<file path="config.mk">
export PLATFORM = sky130hd
export DESIGN_NAME = traffic_phase_sequencer
export DESIGN_NICKNAME = d
export VERILOG_FILES = /design/src/rtl/traffic_pkg.sv /design/src/rtl/phase_timer.sv /design/src/rtl/traffic_phase_sequencer.sv
export SDC_FILE = /design/constraint.sdc
export NUM_CORES = 1
export LEC_CHECK = 0
export BUFFER_PORTS_ARGS = -buffer_cell sky130_fd_sc_hd__buf_2
export CORE_AREA = 3 3 41 43
export CTS_CLUSTER_SIZE = 24
export DETAILED_ROUTE_END_ITERATION = 8
export DIE_AREA = 0 0 44 46
export MAX_ROUTING_LAYER = met4
export PLACE_DENSITY = 0.89
export SYNTH_ARGS = -nofsm -noshare
export SYNTH_HDL_FRONTEND = slang
export SYNTH_SLANG_ARGS = --single-unit
</file>
<file path="constraint.sdc">
create_clock -name clk -period 5.9 [get_ports clk]
set_input_delay 1.475 -clock clk [delete_from_list [all_inputs] [get_ports clk]]
set_output_delay 1.475 -clock clk [all_outputs]
set_load 0.01 [all_outputs]
</file>
<file path="src/rtl/traffic_pkg.sv">
// Shared types for the two-street traffic phase sequencer.
package traffic_pkg;

  // Per-street light encoding driven to the intersection light FSM.
  typedef enum logic [1:0] {
    GREEN  = 2'b00,
    YELLOW = 2'b01,
    RED    = 2'b10
  } light_t;

  // Phases in cycle order; the numeric value is exported on the phase output.
  typedef enum logic [2:0] {
    A_GRN  = 3'd0,
    A_YEL  = 3'd1,
    RED_AB = 3'd2,
    B_GRN  = 3'd3,
    B_YEL  = 3'd4,
    RED_BA = 3'd5
  } phase_t;

endpackage

</file>
<file path="src/rtl/phase_timer.sv">
// Saturating phase timer: counts cycles spent in the current phase, clears on
// request and holds at all-ones instead of wrapping.
module phase_timer #(
  parameter int unsigned CNT_W = 8
) (
  input  logic             clk,
  input  logic             reset,
  input  logic             clr_i,
  output logic [CNT_W-1:0] cnt_o
);

  logic [CNT_W-1:0] cnt_q, cnt_d;

  // Next count: clear wins, otherwise increment until saturated.
  always_comb begin
    cnt_d = cnt_q;
    if (clr_i) begin
      cnt_d = '0;
    end else if (cnt_q != '1) begin
      cnt_d = cnt_q + 1'b1;
    end
  end

  // Count register with asynchronous clear.
  always_ff @(posedge clk or posedge reset) begin
    if (reset) begin
      cnt_q <= '0;
    end else begin
      cnt_q <= cnt_d;
    end
  end

  assign cnt_o = cnt_q;

endmodule

</file>
<file path="src/rtl/traffic_phase_sequencer.sv">
// Timed phase controller for a two-street intersection.
// Optional emergency preemption is compiled in with EMERGENCY_PREEMPT_EN;
// without it emg_req/emg_dir are ignored and emg_active is tied low.
module traffic_phase_sequencer
  import traffic_pkg::*;
#(
  parameter int unsigned GREEN_MIN  = 5,
  parameter int unsigned GREEN_MAX  = 20,
  parameter int unsigned YELLOW_CYC = 3,
  parameter int unsigned ALLRED_CYC = 2,
  parameter int unsigned CNT_W      = 8
) (
  input  logic       clk,
  input  logic       reset,
  input  logic       ta,
  input  logic       tb,
  input  logic       emg_req,
  input  logic       emg_dir,
  output logic [1:0] la,
  output logic [1:0] lb,
  output logic [2:0] phase,
  output logic       emg_active
);

  localparam logic [CNT_W-1:0] GMinM1 = CNT_W'(GREEN_MIN - 1);
  localparam logic [CNT_W-1:0] GMaxM1 = CNT_W'(GREEN_MAX - 1);
  localparam logic [CNT_W-1:0] YelM1  = CNT_W'(YELLOW_CYC - 1);
  localparam logic [CNT_W-1:0] RedM1  = CNT_W'(ALLRED_CYC - 1);

  phase_t           state_q, state_d;
  logic [CNT_W-1:0] cnt;
  logic             cnt_clr;
  logic             emg_a, emg_b;
  logic             a_grn_exit, b_grn_exit;

`ifdef EMERGENCY_PREEMPT_EN
  assign emg_a      = emg_req & ~emg_dir;
  assign emg_b      = emg_req & emg_dir;
  assign emg_active = emg_req;
`else
  logic unused_emg;
  assign unused_emg = emg_req ^ emg_dir;
  assign emg_a      = 1'b0;
  assign emg_b      = 1'b0;
  assign emg_active = 1'b0;
`endif

  // A preempt toward the other street forces an exit; one toward this street
  // holds green regardless of GREEN_MAX.
  assign a_grn_exit = emg_b |
                      (~emg_a & (cnt >= GMinM1) & tb & (~ta | (cnt >= GMaxM1)));
  assign b_grn_exit = emg_a |
                      (~emg_b & (cnt >= GMinM1) & ta & (~tb | (cnt >= GMaxM1)));

  // Timer restarts on every phase change.
  assign cnt_clr = (state_d != state_q);

  phase_timer #(
    .CNT_W (CNT_W)
  ) u_timer (
    .clk   (clk),
    .reset (reset),
    .clr_i (cnt_clr),
    .cnt_o (cnt)
  );

  // Phase register.
  always_ff @(posedge clk or posedge reset) begin
    if (reset) begin
      state_q <= A_GRN;
    end else begin
      state_q <= state_d;
    end
  end

  // Next-phase selection; unreachable encodings fall into the all-red before A.
  always_comb begin
    state_d = state_q;
    case (state_q)
      A_GRN:   if (a_grn_exit) state_d = A_YEL;
      A_YEL:   if (cnt == YelM1) state_d = RED_AB;
      RED_AB:  if (cnt == RedM1) state_d = emg_a ? A_GRN : B_GRN;
      B_GRN:   if (b_grn_exit) state_d = B_YEL;
      B_YEL:   if (cnt == YelM1) state_d = RED_BA;
      RED_BA:  if (cnt == RedM1) state_d = emg_b ? B_GRN : A_GRN;
      default: state_d = RED_BA;
    endcase
  end

  // Light decode from the phase register; anything unexpected shows all red.
  always_comb begin
    la    = RED;
    lb    = RED;
    phase = state_q;
    case (state_q)
      A_GRN:   la = GREEN;
      A_YEL:   la = YELLOW;
      B_GRN:   lb = GREEN;
      B_YEL:   lb = YELLOW;
      default: ;
    endcase
  end

endmodule

</file>
Yosys cells after proc, flatten, opt, wreduce, memory -nomap -nowiden
Index checks and enable logic that the tools add are counted.

storage, ports and cells
  word-level logic and storage cells = 35
  register bits after elaboration = 11
  output and inout port bits = 8
  input bits = 6

operators by class
  reductions and logical operators = 2
  magnitude comparators = 2
  muxes and demuxes = 11
  bitwise operators = 8
  equal/unequal tests = 9
  $add $sub $neg = 1

operators by type and width
  operator                                                           count
  two-way mux 3 bit                                                  6
  case mux 3 bit (6 select lines)                                    1
  two-way mux 8 bit                                                  2
  adder 8 x 1 -> 8 bit, second input constant                        1
  equality test 8 x 1 -> 1 bit, second input constant                1
  equality test 8 x 2 -> 1 bit, second input constant                1
  greater-or-equal comparator 8 x 3 -> 1 bit, second input constant  1
  greater-or-equal comparator 8 x 5 -> 1 bit, second input constant  1
  inequality test 8 bit, second input constant                       1
  case mux 2 bit (2 select lines)                                    2
  equality test 3 x 2 -> 1 bit, second input constant                2
  equality test 3 bit, second input constant                         2
  AND 1 bit                                                          4
  equality test 3 x 1 -> 1 bit, second input constant                1
  zero test 3 bit                                                    1
  inequality test 3 bit                                              1
  NOT 1 bit                                                          2
  OR 1 bit                                                           2
  nonzero test 2 bit                                                 1

Logic depth before layout (Yosys ltp)
Gate-level depths: netlist of the first run.

  depth after elaboration = 7
  depth in mapped cells = 6
  gate-level depth less buffers = 6

Modules after synthesis
From an unflattened synthesis of the first run, not the netlist that was laid out.

unflattened totals
  cells, all modules = 91
  area, all modules = 780.7 um^2

by module, submodules not included
  module                   seq. area each (um^2)  times used  cells each  area each (um^2)
  phase_timer              200.2                  1           41          409.1
  traffic_phase_sequencer  75.1                   1           50          371.6

Worst setup path after synthesis of the first run
OpenSTA, ideal clock, no wires.

  kind = in2reg
  start = input port tb
  end = register u_timer.cnt_q[6], in the netlist u_timer.cnt_o[6]
  stages = 5
  path buffers = 0
  slack = 3.133 ns
  required time = 5.764 ns
  data arrival time = 2.631 ns
  setup time = 0.136 ns
  cell sequence = or4b_1 > a31oi_1 > a21oi_1 > a211oi_4 > nor3_1

between the ends
  word-level cells in the longest chain between the ends = 7
  elaborated cells between the ends (all ways) = 11
  classes of those cells = eq/ne (1); mux (4); bitwise (5); reduce/logical (1)

RTL lines
  what                                                     RTL line                       RTL
  start: declaration                                       traffic_phase_sequencer.sv:16  input logic tb,
  NOT 1 bit                                                traffic_phase_sequencer.sv:53  (~emg_b & (cnt >= GMinM1) & ta & (~tb | (cnt >= GMaxM1)));
  OR 1 bit                                                 traffic_phase_sequencer.sv:53
  AND 1 bit                                                traffic_phase_sequencer.sv:53
  two-way mux 3 bit                                        traffic_phase_sequencer.sv:83  B_GRN: if (b_grn_exit) state_d = B_YEL;
  case mux 3 bit (6 select lines) (*)                      traffic_phase_sequencer.sv:79  case (state_q)
  inequality test 3 bit (*)                                traffic_phase_sequencer.sv:56  assign cnt_clr = (state_d != state_q);
  two-way mux 8 bit or nonzero test 2 bit (tied branches)  n/a
  end signal: assignment                                   phase_timer.sv:29              cnt_q <= cnt_d;
  end: declaration                                         phase_timer.sv:12              logic [CNT_W-1:0] cnt_q, cnt_d;

Mark *: on every way between the ends. The rest lies on a longest branch, timed or not.
A chain may end at the register's enable or synchronous reset.

Worst setup path in the final report of the first run
  start = register state_q[2], in the netlist phase[2]
  end = output port la[0]

between the ends
  word-level cells in the longest chain between the ends = 2
  elaborated cells between the ends (all ways) = 3
  classes of those cells = eq/ne (1); mux (1); reduce/logical (1)

RTL lines
  what                                                             RTL line                       RTL
  start: declaration                                               traffic_phase_sequencer.sv:30  phase_t state_q, state_d;
  start signal: assignment                                         traffic_phase_sequencer.sv:72  state_q <= state_d;
  equality test 3 x 1 -> 1 bit or zero test 3 bit (tied branches)  traffic_phase_sequencer.sv:95  case (state_q)
  case mux 2 bit (2 select lines) (*)                              traffic_phase_sequencer.sv:95
  end: declaration                                                 traffic_phase_sequencer.sv:19  output logic [1:0] la,

Marked as above.

==> results.tsv, run 1 <==
metric	value	unit
pin count of the biggest net entering global routing	13	
EDFF count, synth	0	
final core occ	64.1	%
Most used DFF post-synth	dfrtp_1	
crit path from	phase[2]	
Initial Util	58.4	%
sequential area share after synthesis	35.3	%
Req. time, crit path	4.43	ns
Post-DP HPWL	1150	µm
Finish-stage setup viols	0	
maximum buffer depth of the clock tree	2	
most common cell after layout, fill and taps aside	nor2_1	
P per Cell Area	468	nW/µm²
initial DRC count	16	
Core Footprint	1330	µm²
Seq pwr share	35.1	%
# diodes	0	
worst path cell trace	or2_2 > nor2_1 > buf_2	
DR WL/cell	13.5	µm
Seq cells post-synth	11	
Async SR Flop Fraction	100	%
Worst Path Arrival	1.33	ns
Die Span Y	46	µm
Comb power frac	51.8	%
CP max FO	11	
fraction of layout cells with a size suffix above 1	16.7	%
WS Path Type	reg2out	
Place WS	2.87	ns
number of distinct library cells after synthesis	35	
total CTS buffers	3	
synthesized cell area	779	µm²
global-route wire length before repair	2590	µm
Max-slew headroom	65.3	%
status	finished clean	
final hold violation count	0	
Clock Sink Count	11	
clk slew on worst S/H paths	0.07	ns
synthesized net count	102	
setup repair after global routing missed its margin	false	
max-cap violations	0	
commonest non-fill, non-tap cells in the layout	nor2_1 (12), dfrtp_1 (11), buf_2 (10)	
Peak supply drop	215	µV
total wire length	1580	µm
vias in the first global route	599	
Resized Gates After CTS	0	
switching pwr	182	µW
Layout area overhead	9.63	%
# nets final	113	
Top Ports	14	
setup_tns	0	ns
P_int	218	µW
slowest stage delay, CP	0.49	ns
routed vias	695	
Lkg Pwr	0.398	nW
Setup Buffers After CTS	0	
startpoint types	register	
final worst-path cycle share	47.5	%
Die ar.	2020	µm²
setup ws final	3.10	ns
Final Max Slew Viols	0	
drt via density	5.94	
Final min period	2.80	ns
FILL cells	121	
DRT antenna net count	0	
Residual DRC	0	
Synth Warn #	0	
worst slew pin tran	0.518	ns
Setup crit end kind	output pin	
origin of the worst min-delay path	u_timer.cnt_o[7]	
hold-fix buffer count after cts	0	
GP Congestion	0.891	
CTS tree	done	
port bufs	10	
Total GRT Usage	18.1	%
Die Width	44	µm
antenna violations before repair	0	
Worst-Skew Late Latency	0.27	ns
Root Driver	clkbuf_4	
Setup Skew	0.00206	ns
syn_area_per_cell	8.47	µm²
H-tree level count	1	
Sw Share	45.6	%
Critical-path top delay cell	dfrtp_1	
Reg2Reg Launch Point	phase[2]	
min-delay worst type	reg2reg	
Post-Syn Instances	92	
Max Freq	0.357	GHz
Placement Rows	13	
grt ovf	0	
Clk pwr share	13.1	%
Pre-antenna DRT Iters	4	
Final Power	400	µW
power groups by stage:
stage / Sequential (mW) / Clock, mW / Combinational (mW)
floorplan: 0.123 / 0 / 0.175
global placement: 0.139 / 0 / 0.204
detailed placement: 0.141 / 0 / 0.208
CTS: 0.140 / 0.0544 / 0.210
global route: 0.147 / 0.0564 / 0.235
finish: 0.140 / 0.0524 / 0.207
Yosys cell counts (2+ instances only):
library cell / instances / area share, %
a31oi_1: 3 / 2.4
nand3_1: 7 / 4.5
dfrtp_1: 11 / 35
a21oi_1: 4 / 2.6
o211ai_1: 2 / 1.9
clkbuf_1: 2 / 0.96
nor3_1: 5 / 3.2
nand2_1: 2 / 0.96
inv_1: 7 / 3.4
nor2_1: 12 / 5.8
ha_1: 4 / 6.4
and4_1: 2 / 2.2
nand3b_1: 2 / 1.9
o21ai_0: 5 / 3.2
a211oi_1: 2 / 1.9
and3_1: 3 / 2.4
per-stage QoR:
step	hold WS, ns	std cells	cell area, µm²
detailed placement	0.611	113	828
global route	0.652	117	855
CTS	0.622	117	855
finish	0.620	117	855
floorplan	0.565	92	779
global placement	0.587	113	828
layer usage:
layer / routed length, µm / up-vias / global-route usage (%)
li1: - / 352 / -
met1: 711 / 322 / 21.3
met2: 760 / 19 / 29.4
met3: 97 / 2 / 4.74
met4: 9 / 0 / 7.23
met5: 0 / - / -
cells by family after synthesis:
group,synth area share [%]
other cells,0.481
compound gates,20.9
fa+ha+maj,6.42
buf+inv,5.94
xor+xnor,1.12
flops,35.3
mux,2.89
simple gates,27.0
flip-flops by register name (all words and copies together) (netlist names):
signal and count:
phase 3, u_timer.cnt_o 8
worst max-delay path, delay by kind of cell, from the launching register on:
family	cells	cell delay [ns]
buffers and inverters	1	0.13
DFF	1	0.49
and+or+nand+nor	2	0.44
path summary, 6_finish.rpt:
kind                       cells past startpoint               end  slack (ns)
min in group asynchronous                      2          phase[2]        1.18
max                                            3             la[0]        3.10
max reg2reg                                    5  u_timer.cnt_o[6]        3.87
min reg2reg                                    2  u_timer.cnt_o[7]        0.62
max in group asynchronous                      2  u_timer.cnt_o[0]        4.42
min                                            2  u_timer.cnt_o[7]        0.62
final cells by class:
cell class                 count  area, µm²  share of cell area (%)
multi-input combinational     70        458                    53.6
sequential                    11        275                    32.2
timing repair buffer          10       50.0                    5.86
clock buffer                   4       26.3                    3.07
inverter                       7       26.3                    3.07
tap                           15       18.8                    2.20
Note: power is estimated with default switching activity, not from simulation.
==> run 2: changes to the inputs <==
Settings changed: CORE_AREA 3 3 41 43 to 3 3 45 47, DIE_AREA 0 0 44 46 to 0 0 48 50, PLACE_DENSITY 0.89 to 0.79.
Clock period 5.9 ns to 2.3 ns, I/O delays scaled along.
==> run 2 against run 1 <==
Power increased to 2.7 times the previous value; utilization decreased by 12 points; register-to-register slack got worse by 3.5 ns; clock skew increased by 0.0046 ns; combinational power increased to 3.0 times the previous value; setup slack got worse by 2.8 ns; count of clock-buffer cells in the layout unchanged; cell count increased by 5.1%; global-route usage decreased by 2.7 points; via count increased by 3.2%; sequential cell count unchanged; non-clock buffer count increased by 4; critical endpoint is now u_timer.cnt_o[6]; largest power group unchanged.
==> results.tsv, run 2 (same netlist as run 1, synthesis figures left out) <==
metric	value	unit
status	finished clean	
Clk pwr share	12.2	%
setup ws final	0.340	ns
Max Freq	0.510	GHz
Die Span Y	50	µm
vias in the first global route	650	
Setup Skew	0.00666	ns
Final Max Slew Viols	0	
FILL cells	165	
Residual DRC	0	
Setup crit end kind	register	
Root Driver	clkbuf_4	
Finish-stage setup viols	0	
P_int	589	µW
antenna violations before repair	0	
H-tree level count	1	
Placement Rows	15	
max-cap violations	0	
min-delay worst type	in2async	
Seq pwr share	29.1	%
register area	275	µm²
drt via density	5.83	
Sw Share	45.0	%
final hold violation count	0	
Pre-antenna DRT Iters	4	
Top Ports	14	
GRT busiest layer	met2	
pin count of the biggest net entering global routing	12	
setup repair after global routing missed its margin	false	
Lkg Pwr	0.417	nW
register-to-register setup slack	0.34	ns
global-route wire length before repair	2640	µm
Setup Buffers After CTS	0	
Die Width	48	µm
max reg flops	8	
GR met2 Demand/Resource	26.0	%
Worst-Skew Late Latency	0.27	ns
DRT antenna net count	0	
Final Power	1.07	mW
grt ovf	0	
hold-fix buffer count after cts	0	
port bufs	10	
Place WS	0.112	ns
CTS tree	done	
area taken by multi-input logic gates	458	µm²
setup_tns	0	ns
Req. time, crit path	2.44	ns
Initial Util	46.1	%
Peak supply drop	558	µV
fraction of layout cells with a size suffix above 1	19.8	%
routed vias	717	
commonest non-fill, non-tap cells in the layout	nor2_1 (12), dfrtp_1 (11), buf_2 (10)	
startpoint types	register	
Worst Path Arrival	2.10	ns
CP max FO	8	
initial DRC count	25	
Comb power frac	58.8	%
P per Cell Area	1210	nW/µm²
final core occ	52.5	%
Layout area overhead	13.8	%
WS Path Type	reg2reg	
total CTS buffers	3	
Die ar.	2400	µm²
most common cell after layout, fill and taps aside	nor2_1	
Final min period	1.96	ns
met1 usage	17.1	%
Resized Gates After CTS	0	
# diodes	0	
clk slew on worst S/H paths	0.07	ns
Core Footprint	1690	µm²
GP Congestion	0.932	
Total GRT Usage	15.4	%
met3 track demand over resource	5.47	%
hold slack	0.282	ns
# nets final	117	
Clock Sink Count	11	
switching pwr	482	µW
maximum buffer depth of the clock tree	2	
final worst-path cycle share	85.2	%
DR WL/cell	13.4	µm
total wire length	1650	µm
Post-DP HPWL	1300	µm
[run 2: stage by stage]
stage / instance area, µm² / instances
finish: 887 / 123
detailed placement: 861 / 119
global route: 887 / 123
global placement: 861 / 119
CTS: 887 / 123
floorplan: 779 / 92
[run 2: critical path, stage by stage (launching register included)]
cell      delay [ns]
dfrtp_1         0.38
or4b_1          0.53
a31oi_1         0.21
a21oi_1         0.14
a211oi_4        0.44
nor3_1          0.12
[run 2: final timing paths]
check,start,end,depth (start not counted)
min in group clk,phase[2],phase[1],2
max,phase[2],u_timer.cnt_o[6],5
min,reset,phase[2],2
max reg2reg,phase[2],u_timer.cnt_o[6],5
max in group asynchronous,reset,u_timer.cnt_o[1],2
min reg2reg,phase[2],phase[1],2
[run 2: routing by layer]
metal / vias to the layer above / wire length [µm]
met1: 329 / 717
met4: 0 / 19
li1: 359 / -
met3: 4 / 104
met5: - / 0
met2: 25 / 808
[run 2: cell type report]
type	count	share of cell area [%]
timing repair buffer	14	9.03
multi-input combinational	70	51.6
sequential	11	31.0
inverter	7	2.96
tap	17	2.40
clock buffer	4	2.96
[run 2: power groups by stage]
stage | registers [mW] | clock network (mW) | logic [mW]
floorplan | 0.315 | 0 | 0.450
global placement | 0.311 | 0 | 0.601
detailed placement | 0.314 | 0 | 0.627
CTS | 0.311 | 0.134 | 0.629
global route | 0.324 | 0.144 | 0.699
finish | 0.311 | 0.130 | 0.630
